<file path="config.mk">
export PLATFORM = sky130hd
export DESIGN_NAME = prog_loader_flat
export DESIGN_NICKNAME = d
export VERILOG_FILES = /design/src/rtl/prog_loader_if.sv /design/src/rtl/prog_loader.sv /design/src/flat_wrapper.sv
export SDC_FILE = /design/constraint.sdc
export NUM_CORES = 1
export LEC_CHECK = 0
export ABC_AREA = 0
export ABC_CLOCK_PERIOD_IN_PS = 2700
export BUFFER_PORTS_ARGS = -buffer_cell sky130_fd_sc_hd__buf_2
export CAP_MARGIN = 20
export CORE_AREA = 4 4 89 91
export CTS_CLUSTER_SIZE = 30
export DETAILED_ROUTE_END_ITERATION = 16
export DIE_AREA = 0 0 93 95
export GPL_ROUTABILITY_DRIVEN = 1
export PLACE_DENSITY_LB_ADDON = 0.08
export SLEW_MARGIN = 20
export SYNTH_ARGS = -nofsm -noshare
export SYNTH_HDL_FRONTEND = slang
export SYNTH_SLANG_ARGS = --single-unit
</file>
<file path="constraint.sdc">
create_clock -name PROG_CLK -period 2.7 [get_ports PROG_CLK]
set_input_delay 0.675 -clock PROG_CLK [delete_from_list [all_inputs] [get_ports PROG_CLK]]
set_output_delay 0.675 -clock PROG_CLK [all_outputs]
set_load 0.01 [all_outputs]
</file>
<file path="src/rtl/prog_loader_if.sv">
// Byte-stream input and program-memory write/status outputs of the program loader.
// The loader takes the slave view; the UART/bench side takes the master view.
interface prog_loader_if #(
   parameter int ADDR_W = 10
);
   logic [7:0]        BYTE_DATA;
   logic              BYTE_VALID;
   logic              BYTE_READY;
   logic              PROG_WE;
   logic [ADDR_W-1:0] PROG_WADDR;
   logic [17:0]       PROG_WDATA;
   logic              MCU_HOLD;
   logic              LOAD_BUSY;
   logic              LOAD_DONE;
   logic              LOAD_ERR;

   modport master (
      output BYTE_DATA, BYTE_VALID,
      input  BYTE_READY, PROG_WE, PROG_WADDR, PROG_WDATA,
      input  MCU_HOLD, LOAD_BUSY, LOAD_DONE, LOAD_ERR
   );

   modport slave (
      input  BYTE_DATA, BYTE_VALID,
      output BYTE_READY, PROG_WE, PROG_WADDR, PROG_WDATA,
      output MCU_HOLD, LOAD_BUSY, LOAD_DONE, LOAD_ERR
   );
endinterface

</file>
<file path="src/rtl/prog_loader.sv">
// Framed byte stream -> 18-bit program memory writes; holds the MCU in reset while loading.
// Write one cycle after B2, LOAD_DONE one cycle after CHK; BYTE_READY low only in WRITE/DONE.
// PROG_LOADER_TIMEOUT_EN adds an inter-byte timeout that forces the error state.
module prog_loader #(
   parameter int          ADDR_W         = 10,
   parameter int          DEPTH          = 1024,
   parameter logic [7:0]  START_BYTE     = 8'hA5,
   parameter int          TIMEOUT_CYCLES = 1000000
) (
   input  logic         PROG_CLK,
   input  logic         PROG_RST_N,
   prog_loader_if.slave bus
);
   typedef enum logic [3:0] {
      S_IDLE, S_CNT_HI, S_CNT_LO, S_B0, S_B1, S_B2, S_WRITE, S_CHK, S_DONE, S_ERR
   } state_t;

   localparam logic [16:0] DEPTH_N = 17'(DEPTH);

   state_t            state_q, state_d;
   logic [15:0]       cnt_q, cnt_d;
   logic [ADDR_W:0]   idx_q, idx_d;
   logic [7:0]        chk_q, chk_d;
   logic [1:0]        b0_q, b0_d;
   logic [7:0]        b1_q, b1_d;
   logic [ADDR_W-1:0] waddr_q, waddr_d;
   logic [17:0]       wdata_q, wdata_d;
   logic              hold_q, hold_d;
   logic              err_q, err_d;

   logic              byte_rdy;
   logic              byte_acc;
   logic [7:0]        byte_dat;
   logic [15:0]       cnt_n;
   logic [ADDR_W:0]   idx_inc;
   logic              idx_last;

`ifdef PROG_LOADER_TIMEOUT_EN
   logic [31:0]       tmo_q, tmo_d;
`else
   logic              tmo_unused;
   assign tmo_unused = (TIMEOUT_CYCLES != 0);
`endif

   assign byte_rdy = (state_q != S_WRITE) && (state_q != S_DONE);
   assign byte_acc = bus.BYTE_VALID && byte_rdy;
   assign byte_dat = bus.BYTE_DATA;
   assign cnt_n    = {cnt_q[15:8], byte_dat};
   assign idx_inc  = idx_q + 1'b1;
   assign idx_last = ({{(15-ADDR_W){1'b0}}, idx_inc} == cnt_q);

   always_ff @(posedge PROG_CLK or negedge PROG_RST_N) begin
      if (!PROG_RST_N) begin
         state_q <= S_IDLE;
         cnt_q   <= '0;
         idx_q   <= '0;
         chk_q   <= '0;
         b0_q    <= '0;
         b1_q    <= '0;
         waddr_q <= '0;
         wdata_q <= '0;
         hold_q  <= 1'b0;
         err_q   <= 1'b0;
`ifdef PROG_LOADER_TIMEOUT_EN
         tmo_q   <= '0;
`endif
      end else begin
         state_q <= state_d;
         cnt_q   <= cnt_d;
         idx_q   <= idx_d;
         chk_q   <= chk_d;
         b0_q    <= b0_d;
         b1_q    <= b1_d;
         waddr_q <= waddr_d;
         wdata_q <= wdata_d;
         hold_q  <= hold_d;
         err_q   <= err_d;
`ifdef PROG_LOADER_TIMEOUT_EN
         tmo_q   <= tmo_d;
`endif
      end
   end

   always_comb begin
      state_d = state_q;
      cnt_d   = cnt_q;
      idx_d   = idx_q;
      chk_d   = chk_q;
      b0_d    = b0_q;
      b1_d    = b1_q;
      waddr_d = waddr_q;
      wdata_d = wdata_q;
      hold_d  = hold_q;
      err_d   = err_q;
      case (state_q)
         S_IDLE, S_ERR: begin
            if (byte_acc && byte_dat == START_BYTE) begin
               state_d = S_CNT_HI;
               hold_d  = 1'b1;
               chk_d   = '0;
               idx_d   = '0;
               err_d   = 1'b0;
            end
         end
         S_CNT_HI: begin
            if (byte_acc) begin
               cnt_d   = {byte_dat, cnt_q[7:0]};
               state_d = S_CNT_LO;
            end
         end
         S_CNT_LO: begin
            if (byte_acc) begin
               cnt_d = cnt_n;
               if (cnt_n == 16'd0 || {1'b0, cnt_n} > DEPTH_N) begin
                  state_d = S_ERR;
                  err_d   = 1'b1;
               end else begin
                  state_d = S_B0;
               end
            end
         end
         S_B0: begin
            if (byte_acc) begin
               chk_d = chk_q ^ byte_dat;
               b0_d  = byte_dat[1:0];
               if (byte_dat[7:2] != 6'd0) begin
                  state_d = S_ERR;
                  err_d   = 1'b1;
               end else begin
                  state_d = S_B1;
               end
            end
         end
         S_B1: begin
            if (byte_acc) begin
               chk_d   = chk_q ^ byte_dat;
               b1_d    = byte_dat;
               state_d = S_B2;
            end
         end
         S_B2: begin
            // Address/data are latched here so they are stable during WRITE and hold afterwards.
            if (byte_acc) begin
               chk_d   = chk_q ^ byte_dat;
               waddr_d = idx_q[ADDR_W-1:0];
               wdata_d = {b0_q, b1_q, byte_dat};
               state_d = S_WRITE;
            end
         end
         S_WRITE: begin
            idx_d   = idx_inc;
            state_d = idx_last ? S_CHK : S_B0;
         end
         S_CHK: begin
            if (byte_acc) begin
               if (byte_dat == chk_q) begin
                  state_d = S_DONE;
               end else begin
                  state_d = S_ERR;
                  err_d   = 1'b1;
               end
            end
         end
         S_DONE: begin
            hold_d  = 1'b0;
            state_d = S_IDLE;
         end
         default: state_d = S_IDLE;
      endcase

`ifdef PROG_LOADER_TIMEOUT_EN
      if (byte_acc || state_q == S_IDLE || state_q == S_DONE || state_q == S_ERR) begin
         tmo_d = '0;
      end else begin
         tmo_d = tmo_q + 32'd1;
         if (tmo_d == 32'(TIMEOUT_CYCLES)) begin
            state_d = S_ERR;
            err_d   = 1'b1;
         end
      end
`endif
   end

   always_comb begin
      bus.BYTE_READY = byte_rdy;
      bus.PROG_WE    = (state_q == S_WRITE);
      bus.PROG_WADDR = waddr_q;
      bus.PROG_WDATA = wdata_q;
      bus.MCU_HOLD   = hold_q;
      bus.LOAD_BUSY  = (state_q != S_IDLE) && (state_q != S_ERR);
      bus.LOAD_DONE  = (state_q == S_DONE);
      bus.LOAD_ERR   = err_q;
   end
endmodule

</file>
<file path="src/flat_wrapper.sv">
// flat-port wrapper written by rule: the top's interface ports become plain ports
module prog_loader_flat 
#(
   parameter int          ADDR_W         = 10,
   parameter int          DEPTH          = 1024,
   parameter logic [7:0]  START_BYTE     = 8'hA5,
   parameter int          TIMEOUT_CYCLES = 1000000
)
  (PROG_CLK, PROG_RST_N, bus_BYTE_DATA, bus_BYTE_VALID, bus_BYTE_READY, bus_PROG_WE, bus_PROG_WADDR, bus_PROG_WDATA, bus_MCU_HOLD, bus_LOAD_BUSY, bus_LOAD_DONE, bus_LOAD_ERR);
  prog_loader_if #(.ADDR_W(ADDR_W)) bus_i ();
  input  logic PROG_CLK;
  input  logic PROG_RST_N;
  input wire logic [$bits(bus_i.BYTE_DATA)-1:0] bus_BYTE_DATA;
  input wire logic [$bits(bus_i.BYTE_VALID)-1:0] bus_BYTE_VALID;
  output wire logic [$bits(bus_i.BYTE_READY)-1:0] bus_BYTE_READY;
  output wire logic [$bits(bus_i.PROG_WE)-1:0] bus_PROG_WE;
  output wire logic [$bits(bus_i.PROG_WADDR)-1:0] bus_PROG_WADDR;
  output wire logic [$bits(bus_i.PROG_WDATA)-1:0] bus_PROG_WDATA;
  output wire logic [$bits(bus_i.MCU_HOLD)-1:0] bus_MCU_HOLD;
  output wire logic [$bits(bus_i.LOAD_BUSY)-1:0] bus_LOAD_BUSY;
  output wire logic [$bits(bus_i.LOAD_DONE)-1:0] bus_LOAD_DONE;
  output wire logic [$bits(bus_i.LOAD_ERR)-1:0] bus_LOAD_ERR;
  assign bus_i.BYTE_DATA = bus_BYTE_DATA;
  assign bus_i.BYTE_VALID = bus_BYTE_VALID;
  assign bus_BYTE_READY = bus_i.BYTE_READY;
  assign bus_PROG_WE = bus_i.PROG_WE;
  assign bus_PROG_WADDR = bus_i.PROG_WADDR;
  assign bus_PROG_WDATA = bus_i.PROG_WDATA;
  assign bus_MCU_HOLD = bus_i.MCU_HOLD;
  assign bus_LOAD_BUSY = bus_i.LOAD_BUSY;
  assign bus_LOAD_DONE = bus_i.LOAD_DONE;
  assign bus_LOAD_ERR = bus_i.LOAD_ERR;
  prog_loader #(.ADDR_W(ADDR_W), .DEPTH(DEPTH), .START_BYTE(START_BYTE), .TIMEOUT_CYCLES(TIMEOUT_CYCLES)) u_core (.PROG_CLK(PROG_CLK), .PROG_RST_N(PROG_RST_N), .bus(bus_i));
endmodule
</file>
# Word-level counts from Yosys, hierarchy flattened
# Cells that the tools add are included.
[word_totals] regBits=79 word_cells=97
[classes] add_sub_neg=1 n_lt_le_gt_ge=1 n_eq_ne=26 muxes=30 bitwise_logic=3 n_reduce_logical=25
[ops] operator="two-way mux 4 bit" count=9
[ops] operator="one-hot mux 16 bit (2 select lines)" count=1
[ops] operator="one-hot mux 4 bit (8 select lines)" count=1
[ops] operator="two-way mux 8 bit" count=3
[ops] operator="one-hot mux 11 bit (2 select lines)" count=1
[ops] operator="!= test 2 x 1 -> 1 bit (second input constant)" count=10
[ops] operator="equality test 11 x 16 -> 1 bit" count=1
[ops] operator="equality test 4 x 3 -> 1 bit (second input constant)" count=4
[ops] operator="> comparator 16 x 11 -> 1 bit (second input constant)" count=1
[ops] operator="logical NOT 16 bit" count=1
[ops] operator="two-way mux 16 bit" count=1
[ops] operator="one-hot mux 8 bit (2 select lines)" count=1
[ops] operator="adder 11 x 1 -> 11 bit (second input constant)" count=1
[ops] operator="two-way mux 11 bit" count=1
[ops] operator="AND reduction 2 bit" count=5
[ops] operator="two-way mux 1 bit" count=9
[ops] operator="AND reduction 3 bit" count=3
[ops] operator="equality test 4 x 2 -> 1 bit (second input constant)" count=2
[ops] operator="equality test 4 bit (second input constant)" count=2
[ops] operator="equality test 8 bit" count=1
[ops] operator="equality test 8 bit (second input constant)" count=1
[ops] operator="!= test 4 bit (second input constant)" count=2
[ops] operator="AND reduction 8 bit" count=1
[ops] operator="nonzero test 4 bit" count=2
[ops] operator="other kinds (16)" count=22

# Logic depth before layout (Yosys ltp)
# Gate-level depths: netlist of run 1.
[logic_depth] ltp_word=6 mapped_depth=9

# Worst setup path after synthesis of run 1
# OpenSTA, ideal clock, no wires.
[synth_timing] path_kind="input -> register" start="input port bus_BYTE_DATA[4]" end="register u_core.err_q, in the netlist u_core.bus.LOAD_ERR" arrival_time_ns=1.988 t_required_ns=2.571 path_slack_ns=0.584 stages=7 n_path_buf=1 cell_sequence="clkbuf_1 xnor2_1 o221ai_1 or4_1 a21o_1 nand4_1 o22ai_1"
[synth_between] elab_chain_cells=4
[synth_lines] item="start: declaration" line="flat_wrapper.sv:13" rtl="input wire logic [$bits(bus_i.BYTE_DATA)-1:0] bus_BYTE_DATA;"
[synth_lines] item="> comparator 16 x 11 -> 1 bit (tied with other cells)" line="prog_loader.sv:114" rtl="if (cnt_n == 16'd0 || {1'b0, cnt_n} > DEPTH_N) begin"
[synth_lines] item="logical OR 1 bit / logical AND 1 bit (equally long branches)" line="prog_loader.sv:114, prog_loader.sv:97"
[synth_lines] item="!= test 2 x 1 -> 1 bit (no line)"
[synth_lines] item="AND reduction 8 bit (no line) (*)"
[synth_lines] item="end signal: assignment" line="prog_loader.sv:77" rtl="err_q <= err_d;"
[synth_lines] item="end: declaration" line="prog_loader.sv:29" rtl="logic err_q, err_d;"
# Mark *: on every way between the ends. The rest lies on a longest branch, timed or not.
# A chain may end at the register's enable or synchronous reset.

# Worst setup path in the final report of run 1
[layout_timing] start="register u_core.state_q[1]" end="output port bus_BYTE_READY"
[layout_between] elab_chain_cells=2
[layout_lines] item="start: declaration" line="prog_loader.sv:20" rtl="state_t state_q, state_d;"
[layout_lines] item="start signal: assignment" line="prog_loader.sv:68" rtl="state_q <= state_d;"
[layout_lines] item="!= test 4 x 3 -> 1 bit / != test 4 bit (equally long branches)" line="prog_loader.sv:45" rtl="assign byte_rdy = (state_q != S_WRITE) && (state_q != S_DONE);"
[layout_lines] item="logical AND 1 bit (*)" line="prog_loader.sv:45"
[layout_lines] item="end: declaration" line="flat_wrapper.sv:15" rtl="output wire logic [$bits(bus_i.BYTE_READY)-1:0] bus_BYTE_READY;"
# Marked as above.

==> impl_results.md, run 1 <==
- Pins over their slew limit: 0
- Worst-Skew Late Latency: 340 ps
- Placer Congestion: 0.858
- Net switching power: 1.94 mW
- Clock sink count: 79
- Clock slew at reported path FFs: 80 ps
- TritonCTS buffer count: 9
- Antenna violations before repair: 0
- Die H: 95 um
- Critical Path RT: 2030 ps
- Largest net degree at the start of global routing: 80
- H-Tree Depth: 3
- Leak: 2.04 nW
- CTS root buffer: clkbuf_8
- Dpl ws: 380 ps
- Post-CTS Setup Repair Bufs: 0
- Cell Int Power: 3.24 mW
- Synth warn: 0
- Relative slew margins: 64.6%
- Mapped Avg Cell Area: 10.8 um^2
- Final #Nets: 423
- Number of distinct library cells after synthesis: 54
- Mapped Cells: 373
- R2r setup slk: 530 ps
- Core ar.: 0.00714 mm^2
- First-pass GRT wire length: 14500 um
- Most common cell after layout, fill and taps aside: dfrtp_1
- RSZ-0062 raised after global routing: false
- Layout cell share with drive strength beyond 1: 30.3%
- Final setup TNS: 0 ps
- Worst reg2reg path endpoint: u_core.cnt_q[5]$_DFFE_PN0P_
- Final setup fails: 0
- Worst-Margin Slew: 529 ps
- CP Class: reg2out
- Clk_skew: 9.57 ps
- Crit path max fanout: 10
- Max cap viols: 0
- Final worst slack: 201 ps
- Post-synth ARST share: 100%
- Row count: 31
- # diodes: 0
- Router iterations before antenna repair: 4
- First-iteration detailed-routing DRC count: 158
- WHS: 321 ps
- Fmax: 0.400 GHz
- CTS tree: built
- Crit Reg-Reg Startpoint: u_core.state_q[1]$_DFFE_PN0P_
- Critical Path End Type: output pin
- Top FF cell, synth: dfrtp_1
- DR vias: 2938
- Worst EP arrival: 1820 ps
- Max clock buf depth: 2
- Hold Buf Count CTS: 0
- Worst setup SP type: flop
- Boundary pin count: 45
- Fillers: 610
- Sw Share: 37.5%
- Die Footprint: 0.00884 mm^2
- Final hold violation count: 0
- Vias per inst: 5.70
- GRT Util Overall: 20.9%
- Outcome: finished, final reports clean
- Vias in the first global route: 2947
- Initial Utilization: 56.3%
- Register bit total from synthesis: 79
- Most frequent cells in the layout: dfrtp_1 (79), mux2_2 (44), buf_2 (43)
- Number of enable flip-flop cells after synthesis: 0
- R2r worst-path depth: 5
- Final min period: 2500 ps
- Hold crit path type: in2async
- Gate power share: 38.1%
- Final ANT Viol Nets: 0
- Dpl hpwl: 5850 um
- Fin crit share: 92.6%
- Peak VDD IR: 0.000538 V
- Sequential power share: 42.8%
- GRT overflow: 0
- PortBufs: 44
- Resize count post-CTS: 0
- Routed WL: 8430 um
- Area grow syn2layout: 12.8%
- WL/cell: 16.4 um
- Clock share of power: 19.2%
- Post-route cell area: 0.00453 mm^2
- Synthesized net count: 385
- DRC Markers: 0
- Area after DPL: 0.00430 mm^2
- Synthesized area: 0.00402 mm^2
- Register area share after synthesis: 49.2%
- Pwr Density: 1140 mW/mm^2
- DIE WIDTH: 93 um
-- power groups by stage --
stage                     registers (mW)  clock network, mW  logic (mW)
final                               2.21              0.991        1.97
after global routing                2.29               1.07        2.21
after CTS                           2.21               1.02        1.99
after detailed placement            2.23                  0        1.98
after global placement              2.21                  0        1.94
after floorplan                     2.10                  0        1.56
-- area by class of cell --
cell class | instances | area (um^2) | share of cell area, %
clock buffer | 10 | 138 | 3.04
multi-input combinational | 259 | 1870 | 41.3
clock inverter | 6 | 92.6 | 2.04
inverter | 11 | 41.3 | 0.911
timing repair buffer | 51 | 288 | 6.35
sequential | 79 | 1980 | 43.6
tap | 99 | 124 | 2.73
-- worst max path at each step --
stage	from	end	slack [ps]	cells past startpoint
6_report	u_core.state_q[1]$_DFFE_PN0P_	bus_BYTE_READY	200	4
5_1_grt	u_core.state_q[1]$_DFFE_PN0P_	bus_BYTE_READY	20	4
4_1_cts	u_core.state_q[1]$_DFFE_PN0P_	bus_BYTE_READY	170	4
3_5_place_dp	bus_BYTE_DATA[3]	u_core.chk_q[6]$_DFFE_PN0P_	380	7
3_3_place_gp	bus_BYTE_DATA[3]	u_core.chk_q[6]$_DFFE_PN0P_	430	7
2_1_floorplan	bus_BYTE_DATA[4]	u_core.bus.LOAD_ERR$_DFFE_PN0P_	580	7
-- state kept, by name, summed over array words and instances (netlist names) --
register	flops
u_core.bus.PROG_WDATA	18
u_core.cnt_q	16
u_core.idx_q	11
u_core.bus.PROG_WADDR	10
u_core.b1_q	8
u_core.chk_q	8
u_core.state_q	4
u_core.b0_q	2
u_core.bus.LOAD_ERR	1
u_core.bus.MCU_HOLD	1
-- logic make-up (layout without fill, tap and decap cells) --
logic type | count (synthesis) | after routing | share of synthesized area, %
buffers and inverters | 35 | 78 | 4.23
adder cells (fa/ha/maj) | 2 | 2 | 0.560
XOR/XNOR | 20 | 20 | 4.36
flip-flops | 79 | 79 | 49.2
multiplexers | 47 | 47 | 13.3
AND/OR/NAND/NOR | 110 | 110 | 15.7
AO/OA/AOI/OAI | 80 | 80 | 12.7
-- worst max-delay path, cell delays in order, from the launching register on --
cell and delay [ps]:
dfrtp_1 640, nand4bb_1 320, inv_1 300, nor2_1 80
buf_2 140
-- through the flow --
step | power (mW) | util [%] | cells
after global placement | 4.15 | 60.3 | 499
final | 5.18 | 63.5 | 515
after floorplan | 3.67 | - | 373
after detailed placement | 4.21 | 60.3 | 499
after CTS | 5.22 | 63.5 | 515
after global routing | 5.57 | 63.5 | 515
-- cell usage after synthesis (3+ instances only) --
cell type  instances  area (um^2)
clkbuf_1          12         45.0
nand2_1           29          109
o22ai_1            4         25.0
nand3_1           19         95.1
dfrtp_1           79         1980
nand2b_1           8         50.1
or2_2              3         18.8
a31oi_1            8         50.1
a21o_1             6         45.0
xor2_1             8         70.1
a21oi_1           10         50.1
buf_2              6         30.0
nor2_1            17         63.8
nor3b_1            3         22.5
mux2_2            44          495
buf_6              3         33.8
xnor2_1           12          105
nor3_1             5         25.0
inv_1             11         41.3
o31ai_1            4         30.0
o2bb2ai_1          6         52.6
o21ai_0           31          155
nand4_1            3         18.8
-- layer usage --
metal / up-vias / GRT usage, % / wire length [um]
met5: - / 0 / 0
met4: 0 / 7.20 / 77
met3: 6 / 4.70 / 284
met2: 51 / 33.8 / 4160
met1: 1474 / 27.7 / 3910
li1: 1407 / - / -
(Power assumes the default switching activity.)
==> run 2: changes to the inputs <==
--- a/config.mk
+++ b/config.mk
@@ -6,13 +6,15 @@
 export NUM_CORES = 1
 export LEC_CHECK = 0
 export ABC_AREA = 0
-export ABC_CLOCK_PERIOD_IN_PS = 2700
+export ABC_CLOCK_PERIOD_IN_PS = 3250
 export BUFFER_PORTS_ARGS = -buffer_cell sky130_fd_sc_hd__buf_2
 export CAP_MARGIN = 20
-export CORE_AREA = 4 4 89 91
+export CELL_PAD_IN_SITES_DETAIL_PLACEMENT = 2
+export CELL_PAD_IN_SITES_GLOBAL_PLACEMENT = 2
+export CORE_AREA = 4 4 133 84
 export CTS_CLUSTER_SIZE = 30
 export DETAILED_ROUTE_END_ITERATION = 16
-export DIE_AREA = 0 0 93 95
+export DIE_AREA = 0 0 137 88
 export GPL_ROUTABILITY_DRIVEN = 1
 export PLACE_DENSITY_LB_ADDON = 0.08
 export SLEW_MARGIN = 20
==> constraint.sdc (replaced) <==
create_clock -name PROG_CLK -period 3.25 [get_ports PROG_CLK]
set_input_delay 0.8125 -clock PROG_CLK [delete_from_list [all_inputs] [get_ports PROG_CLK]]
set_output_delay 0.8125 -clock PROG_CLK [all_outputs]
set_load 0.01 [all_outputs]
==> run 2 against run 1 <==
Effect of this change:
- first-iteration DRC count increased by 6.3%
- setup slack better by 330 ps
- flip-flop and latch count unchanged
- hold slack gained 170 ps
- critical path type unchanged
- critical endpoint unchanged
==> impl_results.md, run 2 (synthesis results as in run 1) <==
- Placer Congestion: 0.816 (-4.9%)
- Initial Utilization: 41.0% (-15 points)
- CP peak stage delay: 580 ps (-60 ps)
- Net switching power: 1.85 mW (-4.9%)
- Antenna violations before repair: 0 (unchanged)
- CTS tree: built
- H-Tree Depth: 3 (unchanged)
- Area grow syn2layout: 14.9%
- CP max-delay cell: dfrtp_1
- Levels on crit path: 4 (unchanged)
- CTS root buffer: clkbuf_16
- Outcome: finished, final reports clean
- GRT Util Overall: 20.9% (about the same)
- TritonCTS buffer count: 9 (unchanged)
- RSZ-0062 raised after global routing: false
- Clock sink count: 79 (unchanged)
- Critical Path RT: 2440 ps (+410 ps)
- WHS: 490 ps (+168 ps)
- Final worst slack: 527 ps (+326 ps)
- Sw Share: 39.5% (+2.0 points)
- Hold Buf Count CTS: 0 (unchanged)
- Dpl hpwl: 8190 um (+40%)
- Largest net degree at the start of global routing: 80 (unchanged)
- Post-CTS Setup Repair Bufs: 0 (unchanged)
- GRT overflow: 0 (unchanged)
- DRC Markers: 0 (unchanged)
- Fin crit share: 83.8%
- Router iterations before antenna repair: 4 (unchanged)
- Final ANT Viol Nets: 0 (unchanged)
- Final min period: 2720 ps
- Final #Nets: 420 (-0.71%)
- Crit path max fanout: 15 (+5)
- Worst-Margin Slew: 767 ps (+238 ps)
- Boundary pin count: 45 (unchanged)
- Pins over their slew limit: 0 (unchanged)
- Clk_skew: 8.37 ps (-1.19 ps)
- WL/cell: 21.3 um (+30%)
- Dpl ws: 632 ps (+252 ps)
- PortBufs: 44 (unchanged)
- CP cell instances: nand4bb_1 > inv_1 > nor2_1 > buf_2
- Cell Int Power: 2.83 mW (-13%)
- Clock share of power: 22.1% (+2.9 points)
- Die Footprint: 0.0121 mm^2 (+36%)
- Max cap viols: 0 (unchanged)
- Worst setup SP type: flop
- Core ar.: 0.00981 mm^2 (+37%)
- Routed WL: 11600 um (+38%)
- Final hold violation count: 0 (unchanged)
- Peak VDD IR: 0.000352 V (-35%)
- Fmax: 0.367 GHz
- Worst EP arrival: 1910 ps (+90 ps)
- Final setup TNS: 0 ps (unchanged)
- Hold crit path type: in2async
- First-iteration detailed-routing DRC count: 168 (+6.3%)
- Sequential power share: 40.7% (-2.1 points)
- Critical Path End Type: output pin
- Crit Reg-Reg Startpoint: u_core.state_q[3]$_DFFE_PN0P_
- Leak: 2.06 nW (+0.79%)
- Final setup fails: 0 (unchanged)
- Vias per inst: 5.54 (-2.9%)
- Max clock buf depth: 2 (unchanged)
- Most frequent cells in the layout: dfrtp_1 (79), mux2_2 (44), buf_2 (43)
- Largest register FFs: 18 (unchanged)
- Layout cell share with drive strength beyond 1: 29.8% (-0.51 points)
- Worst-Skew Late Latency: 340 ps (about the same)
- Die H: 88 um (-7.4%)
- R2r setup slk: 930 ps (+400 ps)
- Worst reg2reg path endpoint: u_core.idx_q[8]$_DFFE_PN0P_
- Delay-heaviest family, CP: flip-flops
- Most common cell after layout, fill and taps aside: dfrtp_1
- Resize count post-CTS: 0 (unchanged)
- Clock slew at reported path FFs: 60 ps (-20 ps)
- Relative slew margins: 48.9% (-16 points)
- First-pass GRT wire length: 18900 um (+31%)
- DR vias: 3035 (+3.3%)
- Vias in the first global route: 3275 (+11%)
- Gate power share: 37.2% (-0.9 points)
- Row count: 28 (-9.7%)
- Pwr Density: 1010 mW/mm^2 (-11%)
- # diodes: 0 (unchanged)
- R2r worst-path depth: 6 (+1)
- DIE WIDTH: 137 um (+47%)
- CP Class: reg2out
- Crit path buffers/inverters: 2 (unchanged)
==> run 2: cell count changes in the layout (fill, tap and decap cells not counted) <==
cell,previous run,this run
buf_6,0,1
buf_4,7,4
bufinv_16,2,1
buf_12,1,0
inv_8,0,1
clkbuf_8,10,0
clkinv_2,0,1
clkbuf_16,0,9
==> run 2: power groups by stage <==
stage | combinational, mW | clock, mW | sequential (mW)
after CTS | 1.76 | 1.06 | 1.90
after floorplan | 1.30 | 0 | 1.75
final | 1.74 | 1.03 | 1.90
after detailed placement | 1.73 | 0 | 1.92
after global placement | 1.65 | 0 | 1.88
after global routing | 1.92 | 1.12 | 1.98
==> run 2: per-stage QoR <==
stage | std cells | utilization (%) | total power [mW] | area, um^2
after floorplan | 373 | - | 3.04 | 4020
after global placement | 532 | 44.0 | 3.53 | 4310
after detailed placement | 532 | 44.0 | 3.65 | 4310
after CTS | 548 | 47.1 | 4.72 | 4620
after global routing | 548 | 47.1 | 5.03 | 4620
final | 548 | 47.1 | 4.68 | 4620
==> run 2: how the worst max path moves through the flow <==
stage | from | endpoint | slack [ps]
2_1_floorplan | bus_BYTE_DATA[4] | u_core.bus.LOAD_ERR$_DFFE_PN0P_ | 1000
3_3_place_gp | bus_BYTE_DATA[3] | u_core.chk_q[1]$_DFFE_PN0P_ | 730
3_5_place_dp | bus_BYTE_DATA[3] | u_core.chk_q[6]$_DFFE_PN0P_ | 630
4_1_cts | u_core.state_q[3]$_DFFE_PN0P_ | bus_BYTE_READY | 500
5_1_grt | u_core.state_q[3]$_DFFE_PN0P_ | bus_BYTE_READY | 390
6_report | u_core.state_q[3]$_DFFE_PN0P_ | bus_BYTE_READY | 530
==> run 2: cell type report <==
class | count | area (um^2)
Sequential cell | 79 | 1980
Tap cell | 135 | 169
Fill cell | 1020 | 5190
Timing Repair Buffer | 48 | 256
Clock inverter | 7 | 78.8
Inverter | 11 | 41.3
Multi-Input combinational cell | 259 | 1870
Clock buffer | 9 | 225
==> run 2: metal layers <==
metal / part of all wire (%) / GRT usage (%)
met5: 0 / 0
met3: 3.9 / 4.76
met4: 0.58 / 4.35
met1: 52 / 31.6
met2: 44 / 30.5
==> run 3: changes to the inputs <==
--- a/config.mk
+++ b/config.mk
@@ -6,15 +6,15 @@
 export NUM_CORES = 1
 export LEC_CHECK = 0
 export ABC_AREA = 0
-export ABC_CLOCK_PERIOD_IN_PS = 3250
+export ABC_CLOCK_PERIOD_IN_PS = 2860
 export BUFFER_PORTS_ARGS = -buffer_cell sky130_fd_sc_hd__buf_2
 export CAP_MARGIN = 20
 export CELL_PAD_IN_SITES_DETAIL_PLACEMENT = 2
 export CELL_PAD_IN_SITES_GLOBAL_PLACEMENT = 2
-export CORE_AREA = 4 4 133 84
+export CORE_AREA = 4 4 138 87
 export CTS_CLUSTER_SIZE = 30
 export DETAILED_ROUTE_END_ITERATION = 16
-export DIE_AREA = 0 0 137 88
+export DIE_AREA = 0 0 142 91
 export GPL_ROUTABILITY_DRIVEN = 1
 export PLACE_DENSITY_LB_ADDON = 0.08
 export SLEW_MARGIN = 20
==> constraint.sdc (replaced) <==
create_clock -name PROG_CLK -period 2.86 [get_ports PROG_CLK]
set_input_delay 0.715 -clock PROG_CLK [delete_from_list [all_inputs] [get_ports PROG_CLK]]
set_output_delay 0.715 -clock PROG_CLK [all_outputs]
set_load 0.01 [all_outputs]
==> run 3 against run 2 <==
Effect of this change:
- clock power up 19%
- count of clock-buffer cells in the layout up 1
- core utilization is 3.0 points lower
- final cell count is 1.1% higher
- first-iteration DRC count decreased by 24%
- via count increased by 2.2%
- critical path depth did not move
- setup slack got worse by 260 ps
- design area is 0.81% higher
- critical endpoint unchanged
==> impl_results.md, run 3 (synthesis results as in run 1) <==
- Delay-heaviest family, CP: flip-flops
- Clock sink count: 79 (unchanged)
- Final setup TNS: 0 ps (unchanged)
- CP cell instances: nand4bb_1 > inv_1 > nor2_1 > buf_2
- Fmax: 0.386 GHz
- Die H: 91 um (+3.4%)
- Worst EP arrival: 1880 ps (-30 ps)
- Crit path max fanout: 15 (unchanged)
- Hold crit path type: in2async
- # diodes: 0 (unchanged)
- Row count: 29 (+3.6%)
- Critical Path End Type: output pin
- R2r setup slk: 510 ps (-420 ps)
- Worst setup path endpoint: bus_BYTE_READY
- H-Tree Depth: 3 (unchanged)
- Resize count post-CTS: 0 (unchanged)
- Outcome: finished, final reports clean
- Area after DPL: 0.00434 mm^2 (+0.75%)
- Fin crit share: 90.7%
- Post-route cell area: 0.00466 mm^2 (+0.81%)
- RSZ-0062 raised after global routing: false
- Vias in the first global route: 3367 (+2.8%)
- Crit Reg-Reg Startpoint: u_core.state_q[3]$_DFFE_PN0P_
- Post-CTS Setup Repair Bufs: 0 (unchanged)
- Pins over their slew limit: 0 (unchanged)
- Largest net degree at the start of global routing: 52 (-35%)
- Final setup fails: 0 (unchanged)
- Largest register FFs: 18 (unchanged)
- Initial Utilization: 38.1% (-2.9 points)
- CP Class: reg2out
- Fillers: 1117 (+9.5%)
- Pwr Density: 1150 mW/mm^2 (+13%)
- Antenna violations before repair: 0 (unchanged)
- Vias per inst: 5.60 (+1.1%)
- First-pass GRT wire length: 19700 um (+4.0%)
- Most frequent cells in the layout: dfrtp_1 (79), mux2_2 (44), buf_2 (43)
- First-iteration detailed-routing DRC count: 128 (-24%)
- Final hold violation count: 0 (unchanged)
- Peak VDD IR: 0.000392 V (+11%)
- Max cap viols: 0 (unchanged)
- DRC Markers: 0 (unchanged)
- Placer Congestion: 0.812 (-0.51%)
- PortBufs: 44 (unchanged)
- Crit path buffers/inverters: 2 (unchanged)
- R2r worst-path depth: 6 (unchanged)
- Die Footprint: 0.0129 mm^2 (+7.2%)
- FF+latch area: 0.00198 mm^2 (unchanged)
- CTS tree: built
- Final core utilization: 44.1% (-3.0 points)
- CTS root buffer: clkbuf_16
- Area grow syn2layout: 15.9%
- WL/cell: 21.4 um (+0.90%)
- Met3 GRT Util: 4.57% (-0.20 points)
- Final min period: 2590 ps
- TritonCTS buffer count: 9 (unchanged)
- Layout cell share with drive strength beyond 1: 30.1% (+0.34 points)
- Worst setup SP type: flop
- GRT busiest layer: met1
- Worst Setup SP: u_core.state_q[3]$_DFFE_PN0P_
- Core ar.: 0.0106 mm^2 (+7.6%)
- Boundary pin count: 45 (unchanged)
- Hold Buf Count CTS: 0 (unchanged)
- GRT Util Overall: 19.6% (-1.2 points)
- CP peak stage delay: 590 ps (about the same)
- DR vias: 3103 (+2.2%)
- Worst-Margin Slew: 651 ps (-116 ps)
- Met1 usage: 30.4% (-1.2 points)
- Leak: 2.08 nW (+1.1%)
- Footprint of the multi-input gates: 0.00187 mm^2 (unchanged)
- Worst reg2reg path endpoint: u_core.idx_q[9]$_DFFE_PN0P_
- Router iterations before antenna repair: 4 (unchanged)
- Levels on crit path: 4 (unchanged)
- CP max-delay cell: dfrtp_1
- Max clock buf depth: 2 (unchanged)
- Clock slew at reported path FFs: 70 ps (about the same)
- GRT overflow: 0 (unchanged)
- GR Util met2: 27.2% (-3.3 points)
- Relative slew margins: 56.5% (+7.6 points)
- Most common cell after layout, fill and taps aside: dfrtp_1
- Final ANT Viol Nets: 0 (unchanged)
- Clk_skew: 7.68 ps (-0.693 ps)
- Final #Nets: 422 (+0.48%)
- Critical Path RT: 2140 ps (-300 ps)
- Worst-Skew Late Latency: 340 ps (about the same)
- Routed WL: 11900 um (+2.0%)
- Dpl hpwl: 8480 um (+3.6%)
- DIE WIDTH: 142 um (+3.6%)
[run 3: worst min path at each step]
stage | to | slack (ps) | startpoint
2_1_floorplan | u_core.b0_q[0]$_DFFE_PN0P_ | 420 | PROG_RST_N
5_1_grt | u_core.bus.PROG_WADDR[8]$_DFFE_PN0P_ | 320 | PROG_RST_N
6_report | u_core.bus.PROG_WADDR[8]$_DFFE_PN0P_ | 300 | PROG_RST_N
3_3_place_gp | u_core.cnt_q[15]$_DFFE_PN0P_ | 460 | u_core.cnt_q[15]$_DFFE_PN0P_
4_1_cts | u_core.bus.PROG_WADDR[8]$_DFFE_PN0P_ | 310 | PROG_RST_N
3_5_place_dp | u_core.cnt_q[15]$_DFFE_PN0P_ | 470 | u_core.cnt_q[15]$_DFFE_PN0P_
[run 3: worst register-to-register path: stages, from the launching register on]
cell and delay (ps):
dfrtp_1 700, nor4b_4 400, nand3b_4 260, nor3_4 90, nor2_1 470, o21ai_0 220, o31ai_1 110
[run 3: metal layers]
layer / up-vias / part of all wire (%)
li1: 1408 / -
met5: - / 0
met1: 1630 / 52
met4: 0 / 1.4
met3: 14 / 4.3
met2: 51 / 42
[run 3: area by class of cell]
class / count / area share, %
Inverter: 11 / 0.887
Clock buffer: 10 / 5.13
Timing Repair Buffer: 50 / 6.02
Multi-Input combinational cell: 259 / 40.2
Sequential cell: 79 / 42.5
Tap cell: 139 / 3.73
Clock inverter: 6 / 1.59
[run 3: per-stage QoR]
step	cells	power (mW)	hold slack, ps	setup WS (ps)
final	554	5.35	302	267
after global routing	554	5.76	323	130
after CTS	554	5.41	311	242
after detailed placement	538	4.15	470	414
after global placement	538	4.02	460	433
after floorplan	373	3.46	419	704
[run 3: power by group]
group          internal [mW]  total [mW]  switching (mW)
combinational          0.914        1.97            1.05
clock                  0.713        1.23           0.512
sequential              1.62        2.16           0.541
total                   3.24        5.35            2.11
